[src/rtl/uart_pkg.sv]
// Shared definitions for the UART transmit arbiter: FSM state encoding and counter widths.
package uart_pkg;

    typedef enum logic [1:0] {
        IDLE,
        START,
        WAIT_ACK,
        WAIT_DONE
    } arb_state_t;

    localparam int BURST_CNT_W = 4;
    localparam int ACK_CNT_W   = 16;

endpackage

[src/rtl/uart_rr_pick.sv]
// Combinational round-robin picker: returns the first set request at or after start, wrapping.
module uart_rr_pick
    import uart_pkg::*;
#(
    parameter int N = 4,
    parameter int W = 2
) (
    input  logic [N-1:0] req,
    input  logic [W-1:0] start,
    output logic [W-1:0] idx,
    output logic         found
);

    int cand;

    // Scan from the farthest offset back towards start so the nearest request is the last write.
    always_comb begin
        idx   = '0;
        found = 1'b0;
        cand  = 0;
        for (int i = N - 1; i >= 0; i--) begin
            cand = int'(start) + i;
            if (cand >= N) begin
                cand = cand - N;
            end
            if (req[cand]) begin
                idx   = W'(cand);
                found = 1'b1;
            end
        end
    end

endmodule

[src/rtl/uart_tx_arb.sv]
// Arbitrates NREQ byte producers onto a single UART transmitter using
// round-robin selection with optional per-requester bursts.
module uart_tx_arb
    import uart_pkg::*;
#(
    parameter int NREQ      = 4,
    parameter int MAX_BURST = 1,
    parameter int ACK_TO    = 16
) (
    input  logic                    clk,
    input  logic                    rst,
    input  logic [NREQ-1:0]         req_vld,
    input  logic [NREQ*8-1:0]       req_data,
    output logic [NREQ-1:0]         req_rdy,
    output logic                    tx_start,
    output logic [7:0]              tx_data,
    input  logic                    tx_busy,
    output logic [$clog2(NREQ)-1:0] grant_id,
    output logic                    ack_err
);

    localparam int IDW = $clog2(NREQ);

    arb_state_t             state;
    logic [BURST_CNT_W-1:0] burst_cnt;
    logic [ACK_CNT_W-1:0]   ack_timer;
    logic [IDW-1:0]         rr_start;
    logic [IDW-1:0]         rr_idx;
    logic [IDW-1:0]         winner;
    logic                   rr_found;
    logic                   burst_hit;
    logic                   grant;

    assign rr_start = (grant_id == IDW'(NREQ - 1)) ? '0 : grant_id + IDW'(1);

    uart_rr_pick #(
        .N (NREQ),
        .W (IDW)
    ) u_pick (
        .req   (req_vld),
        .start (rr_start),
        .idx   (rr_idx),
        .found (rr_found)
    );

    // A zero burst count means no burst is open (after reset or an ack timeout).
    assign burst_hit = (burst_cnt != '0) && (int'(burst_cnt) < MAX_BURST) && req_vld[grant_id];
    assign winner    = burst_hit ? grant_id : rr_idx;
    assign grant     = !rst && (state == IDLE) && !tx_busy && (burst_hit || rr_found);

    always_comb begin
        req_rdy = '0;
        if (grant) begin
            req_rdy[winner] = 1'b1;
        end
    end

    // With MAX_BURST=16 the 4-bit count wraps to zero after the 16th byte, which closes the burst.
    always_ff @(posedge clk) begin
        if (rst) begin
            state     <= IDLE;
            tx_start  <= 1'b0;
            ack_err   <= 1'b0;
            tx_data   <= '0;
            burst_cnt <= '0;
            ack_timer <= '0;
            grant_id  <= IDW'(NREQ - 1);
        end else begin
            tx_start <= 1'b0;
            ack_err  <= 1'b0;
            case (state)
                IDLE: begin
                    if (grant) begin
                        tx_data   <= req_data[int'(winner) * 8 +: 8];
                        grant_id  <= winner;
                        burst_cnt <= burst_hit ? burst_cnt + BURST_CNT_W'(1) : BURST_CNT_W'(1);
                        tx_start  <= 1'b1;
                        state     <= START;
                    end
                end
                START: begin
                    ack_timer <= ACK_CNT_W'(1);
                    state     <= WAIT_ACK;
                end
                WAIT_ACK: begin
                    if (tx_busy) begin
                        state <= WAIT_DONE;
                    end else if (ack_timer == ACK_CNT_W'(ACK_TO - 1)) begin
                        ack_err   <= 1'b1;
                        burst_cnt <= '0;
                        state     <= IDLE;
                    end else begin
                        ack_timer <= ack_timer + ACK_CNT_W'(1);
                    end
                end
                WAIT_DONE: begin
                    if (!tx_busy) begin
                        state <= IDLE;
                    end
                end
                default: state <= IDLE;
            endcase
        end
    end

endmodule

[config.mk]
export PLATFORM = sky130hd
export DESIGN_NAME = uart_tx_arb
export DESIGN_NICKNAME = d
export VERILOG_FILES = /design/src/rtl/uart_pkg.sv /design/src/rtl/uart_rr_pick.sv /design/src/rtl/uart_tx_arb.sv
export SDC_FILE = /design/constraint.sdc
export NUM_CORES = 1
export LEC_CHECK = 0
export CORE_MARGIN = 2
export CORE_UTILIZATION = 51
export CTS_CLUSTER_DIAMETER = 100
export DETAILED_ROUTE_END_ITERATION = 6
export PLACE_DENSITY = 0.84
export SLEW_MARGIN = 40
export SYNTH_ARGS = -nofsm -noshare
export SYNTH_HDL_FRONTEND = slang
export SYNTH_SLANG_ARGS = --single-unit
[constraint.sdc]
create_clock -name clk -period 6.4 [get_ports clk]
set_input_delay 1.28 -clock clk [delete_from_list [all_inputs] [get_ports clk]]
set_output_delay 1.28 -clock clk [all_outputs]
set_load 0.005 [all_outputs]
==> reports/metrics.cfg, run 1 <==
[outcome]
outcome = complete, no violations

[synthesis]
ys.flop_type = dfxtp_1
ys_seq_area_share_pct = 30.5
synth_edf_count = 0
syn_inst = 248
synth_area_um2 = 1970
ys_ff_latch = 30
synth.avg_cell_area_um2 = 7.95
yosys.cell_types.count = 51
synth_nets = 290
postSynth.asyncResetShare_pct = 0
yosysWarnings = 0

[clock_tree]
clkLatencyLatePin_ns = 0.27
holdBufCountCts = 0
post-cts-setup-buffers = 0
cts_made_buffers = 5
cts_root_buffer = clkbuf_8
cts_resized = 0
clk_pin_slew_ns = 0.06
h-tree-depth = 2
cts_tree = built
clock_path_buffers = 2
clock-sinks = 30

[sta]
fin_skew_ns = 0.00600
min_period_ns = 5.14
rsz0062_at_grt = no
worstMarginPinSlew_ns = 0.549
slew_headroom_pct = 63.3
hold_viol_final = 0
setup_violations = 0
finalCritPeriodShare_pct = 80.3
slew_viol_final = 0
fmax_mhz = 195
setup-tns-final_ns = 0

[cells_and_area]
finalNonFillerCells = 340
layout_common_cells = 54 x clkdlybuf4s50_1, 30 x dfxtp_1, 28 x nor2_1
final_cell_area_um2 = 2550
n_fill_cell = 321
final_nets = 334
final_common_cell = clkdlybuf4s50_1
num_antenna_cells = 0
synthToLayoutAreaGrowth_pct = 29.3
layout-drive-gt1-share_pct = 6.16

[place]
dpl.cell_count = 333
routabilityCongestion = 0.911
portBuffers = 54
hpwlAfterDp_um = 3470
place_area_um2 = 2470

[detailed_routing]
wirelength_um = 4730
antenna_left = 0
num_vias = 1978
route.detailed.drc = 0
drt_iter0_markers = 174
wl_per_cell_um = 13.9
routed_via_density = 5.82
drt_first_pass_iters = 5

[global_routing]
grt_max_degree = 27
antenna_found_initial = 0
grt_first_pass_wirelength_um = 7870
grtUsageTotal_pct = 22.8
grt_pass1_vias = 1787
grt-ovfl-total = 0

[die]
initial_core_util_pct = 53.4
io_pins = 55
die_h_um = 66.2
dieArea_um2 = 4380
core_um2 = 3690
placementRows = 22
fp.dieW_um = 66.2

[power_and_ir_drop]
power_uw = 641
p_leak_uw = 0.000922
power_density_nw_per_um2 = 252
vdd_drop_max_mv = 0.181

[setup_path]
worst_ep_required_time_ns = 5.12
arrival_ns = 3.86
path_max_fanout = 15
r2r_setup_slack_ns = 3.24
crit_path_end_kind = primary output
crit_type = input pin to primary output
cp-start-kind = input pin

[min_path]
hold_class = flop to flop

[run]
maxCapViolCount = 0

[where the power goes]
group / internal (uW) / switching [uW]
Clock: 74.6 / 63.4
Sequential: 203 / 16.5
Combinational: 140 / 144
[registers in the layout, summed over array words and instances (netlist names)]
name	count
ack_timer	16
tx_data	8
grant_id	2
state	2
ack_err	1
tx_start	1
[critical path, cell delays in order]
cell and delay, ns:
clkdlybuf4s50_1 0.69, nor2_1 0.08, a311oi_1 0.29, o221ai_1 0.16, a21o_2 0.33, inv_2 0.23, nand2_1 0.13, nor2_1 0.14
clkdlybuf4s50_1 0.52
[Yosys cell counts (all sizes together), types with 6 or more instances]
| master | number | area [um2] |
|---|---|---|
| nor2 | 28 | 105 |
| o21ai | 16 | 83.8 |
| clkbuf | 6 | 22.5 |
| a31oi | 8 | 50.1 |
| buf | 13 | 91.3 |
| a211o | 6 | 52.6 |
| a21oi | 17 | 88.8 |
| nand2b | 7 | 43.8 |
| and3 | 9 | 56.3 |
| nand2 | 20 | 75.1 |
| nand3 | 13 | 65.1 |
| dfxtp | 30 | 601 |
[kinds of logic (layout without fill, tap and decap cells)]
family,Yosys count,in the layout,synth area share [%]
AOI/OAI and AO/OA,75,75,26.0
xor gates and xnor gates,6,6,2.67
adders and majority gates,3,3,1.90
buffers and inverters,24,68,6.73
DFF,30,30,30.5
muxes,6,6,5.14
and+or+nand+nor,104,104,27.1
[final cells by class]
type / count / area (um2) / share of cell area (%)
sequential: 30 / 601 / 23.6
tap: 48 / 60.1 / 2.36
clock buffer: 7 / 76.3 / 2.99
multi-input combinational: 194 / 1240 / 48.6
inverter: 5 / 18.8 / 0.736
timing repair buffer: 56 / 556 / 21.8
[routing by layer]
metal	track usage, %	vias to the layer above	part of all wire, %
met4	4.34	0	0.80
met3	6.81	7	8.9
li1	-	996	-
met1	30.3	888	45
met5	0	-	0
met2	36.6	87	45
[per-stage QoR]
stage / worst slack (ns) / util, % / hold WS (ns)
after CTS: 1.28 / 69.1 / 0.491
after global placement: 1.37 / 67.0 / 0.475
final: 1.26 / 69.1 / 0.493
after global routing: 1.06 / 69.1 / 0.515
after floorplan: 2.53 / - / 0.467
after detailed placement: 1.30 / 67.0 / 0.475
[worst paths after layout]
| check | startpoint | to | cells after the start |
|---|---|---|---|
| setup / recovery | req_vld[2] | req_rdy[0] | 9 |
| hold / removal | tx_data[6]$_SDFFE_PP0P_ | tx_data[6]$_SDFFE_PP0P_ | 2 |
| setup reg to reg | grant_id[0]$_SDFFE_PP1P_ | tx_data[1]$_SDFFE_PP0P_ | 8 |
| hold reg to reg | tx_data[6]$_SDFFE_PP0P_ | tx_data[6]$_SDFFE_PP0P_ | 2 |
Note: power is estimated with default switching activity, not from simulation.
==> run 2, diff against run 1 <==
Settings changed: CORE_UTILIZATION 51 to 48, PLACE_DENSITY 0.84 to 0.8.
Clock period 6.4 ns to 5.3 ns, I/O delays scaled along.
==> reports/metrics.cfg, run 2 (same netlist as run 1, synthesis figures left out) <==
[outcome]
outcome = complete, no violations

[global_routing]
grt_max_degree = 27  ; unchanged
grt_first_pass_wirelength_um = 7620  ; -3.1%
grt-ovfl-total = 0  ; unchanged
antenna_found_initial = 0  ; unchanged
grtUsageTotal_pct = 21.8  ; -0.98 points
grt_pass1_vias = 1733  ; -3.0%

[clock_tree]
clock-sinks = 30  ; unchanged
cts_resized = 0  ; unchanged
clock_path_buffers = 2  ; unchanged
cts_made_buffers = 5  ; unchanged
clkLatencyLatePin_ns = 0.28  ; about the same
post-cts-setup-buffers = 0  ; unchanged
h-tree-depth = 2  ; unchanged
cts_tree = built
cts_root_buffer = clkbuf_8
holdBufCountCts = 0  ; unchanged
clk_pin_slew_ns = 0.06  ; about the same

[cells_and_area]
largest_reg_flops = 16  ; unchanged
final_common_cell = clkdlybuf4s50_1
layout-drive-gt1-share_pct = 7.12  ; +0.95 points
synthToLayoutAreaGrowth_pct = 30.6
final_nets = 337  ; +0.90%
top_register = ack_timer
finalNonFillerCells = 345  ; +1.5%
n_fill_cell = 372  ; +16%
layout_common_cells = 54 x clkdlybuf4s50_1, 30 x dfxtp_1, 28 x nor2_1
num_antenna_cells = 0  ; unchanged
reg_top3 = ack_timer: 16 flops, tx_data: 8 flops

[die]
core_um2 = 3970  ; +7.7%
placementRows = 23  ; +4.5%
initial_core_util_pct = 49.6  ; -3.8 points
die_h_um = 68.1  ; +2.9%
fp.dieW_um = 68.1  ; +2.9%
io_pins = 55  ; unchanged
dieArea_um2 = 4630  ; +5.9%

[sta]
finalCritPeriodShare_pct = 87.6
min_period_ns = 4.65
worstMarginPinSlew_ns = 0.539  ; -0.0102 ns
setup_violations = 0  ; unchanged
slew_headroom_pct = 64.0  ; +0.63 points
rsz0062_at_grt = no
slew_viol_final = 0  ; unchanged
setup-tns-final_ns = 0  ; unchanged
hold_viol_final = 0  ; unchanged
fmax_mhz = 215
fin_skew_ns = 0.00506  ; -0.000943 ns

[place]
portBuffers = 54  ; unchanged
dpl.cell_count = 338  ; +1.5%
hpwlAfterDp_um = 3390  ; -2.5%
routabilityCongestion = 0.812  ; -11%

[setup_path]
reg2regPathDepth = 9  ; +1
arrival_ns = 3.59  ; -0.27 ns
r2r_setup_slack_ns = 2.39  ; -0.85 ns
path_max_fanout = 15  ; unchanged
reg2reg_from = grant_id[0]$_SDFFE_PP1P_
worst_ep_required_time_ns = 4.24  ; -0.88 ns
cp-start-kind = input pin
crit_type = input pin to primary output
crit_path_end_kind = primary output
reg2reg_to = tx_data[4]$_SDFFE_PP0P_

[run]
maxCapViolCount = 0  ; unchanged

[min_path]
min_path_cells = 2  ; unchanged
hold_class = flop to flop
min_to = tx_data[6]$_SDFFE_PP0P_
min_from = tx_data[6]$_SDFFE_PP0P_

[detailed_routing]
route.detailed.drc = 0  ; unchanged
wl_per_cell_um = 13.3  ; -4.7%
num_vias = 1966  ; -0.61%
routed_via_density = 5.70  ; -2.0%
wirelength_um = 4580  ; -3.3%
drt_iter0_markers = 99  ; -43%
drt_first_pass_iters = 4  ; -1
antenna_left = 0  ; unchanged

[power_and_ir_drop]
pwr-share-comb_pct = 46.2  ; +1.9 points
power_density_nw_per_um2 = 307  ; +22%
p_sw_share_pct = 35.1  ; +0.11 points
p_int_uw = 512  ; +23%
vdd_drop_max_mv = 0.193  ; +6.6%
sequentialPowerShare_pct = 32.5  ; -1.7 points
p_leak_uw = 0.000935  ; +1.4%
p_sw_uw = 277  ; +24%
pwr-share-clk_pct = 21.3  ; -0.2 points

[run 2: cell count changes in the layout (fill, tap and decap cells not counted), sizes merged]
| cell | previous run | this run |
|---|---|---|
| buf | 2 | 5 |
[run 2: cell type report]
cell class              count  area [um2]  share of cell area, %
well taps                  50        62.6                   2.43
repair buffers             59         578                   22.5
flip-flops and latches     30         601                   23.3
multi-input cells         194        1240                   48.1
inverters                   5        18.8                  0.729
clock buffers               7        76.3                   2.97
[run 2: layer usage]
metal	global-route usage, %	part of all wire (%)
met1	27.2	46
met2	34.8	45
met3	6.91	6.9
met4	8.50	1.7
met5	0	0
[run 2: critical path: stages]
cell and delay, ns:
clkdlybuf4s50_1 0.69, nor2_1 0.08, a311oi_1 0.29, o221ai_1 0.16, a21o_2 0.33, inv_2 0.22, nand2_1 0.14, nor2_1 0.12
clkdlybuf4s50_1 0.50
[run 2: worst max path at each step]
stage,from,to,slack [ns],cells past startpoint
floorplan,req_vld[3],req_rdy[0],1.87,7
global placement,req_vld[2],req_rdy[0],0.73,9
detailed placement,req_vld[2],req_rdy[2],0.69,9
CTS,req_vld[2],req_rdy[2],0.68,9
global route,req_vld[2],req_rdy[2],0.52,9
finish,req_vld[2],req_rdy[2],0.65,9
[run 2: power by group through the flow]
stage                     clock, uW  combinational (uW)  sequential [uW]
after global routing            181                 403              259
after CTS                       172                 366              256
after detailed placement          0                 363              261
final                           168                 365              256
after global placement            0                 364              261
after floorplan                   0                 252              263
[run 2: stage by stage]
| stage | setup WS (ns) | hold slack [ns] | utilization, % | total power [uW] | instance area (um2) |
|---|---|---|---|---|---|
| after CTS | 0.676 | 0.488 | 64.8 | 793 | 2570 |
| after global placement | 0.729 | 0.478 | 62.9 | 625 | 2500 |
| after floorplan | 1.87 | 0.467 | - | 515 | 1970 |
| after detailed placement | 0.689 | 0.478 | 62.9 | 624 | 2500 |
| final | 0.655 | 0.486 | 64.8 | 790 | 2570 |
| after global routing | 0.518 | 0.501 | 64.8 | 842 | 2570 |
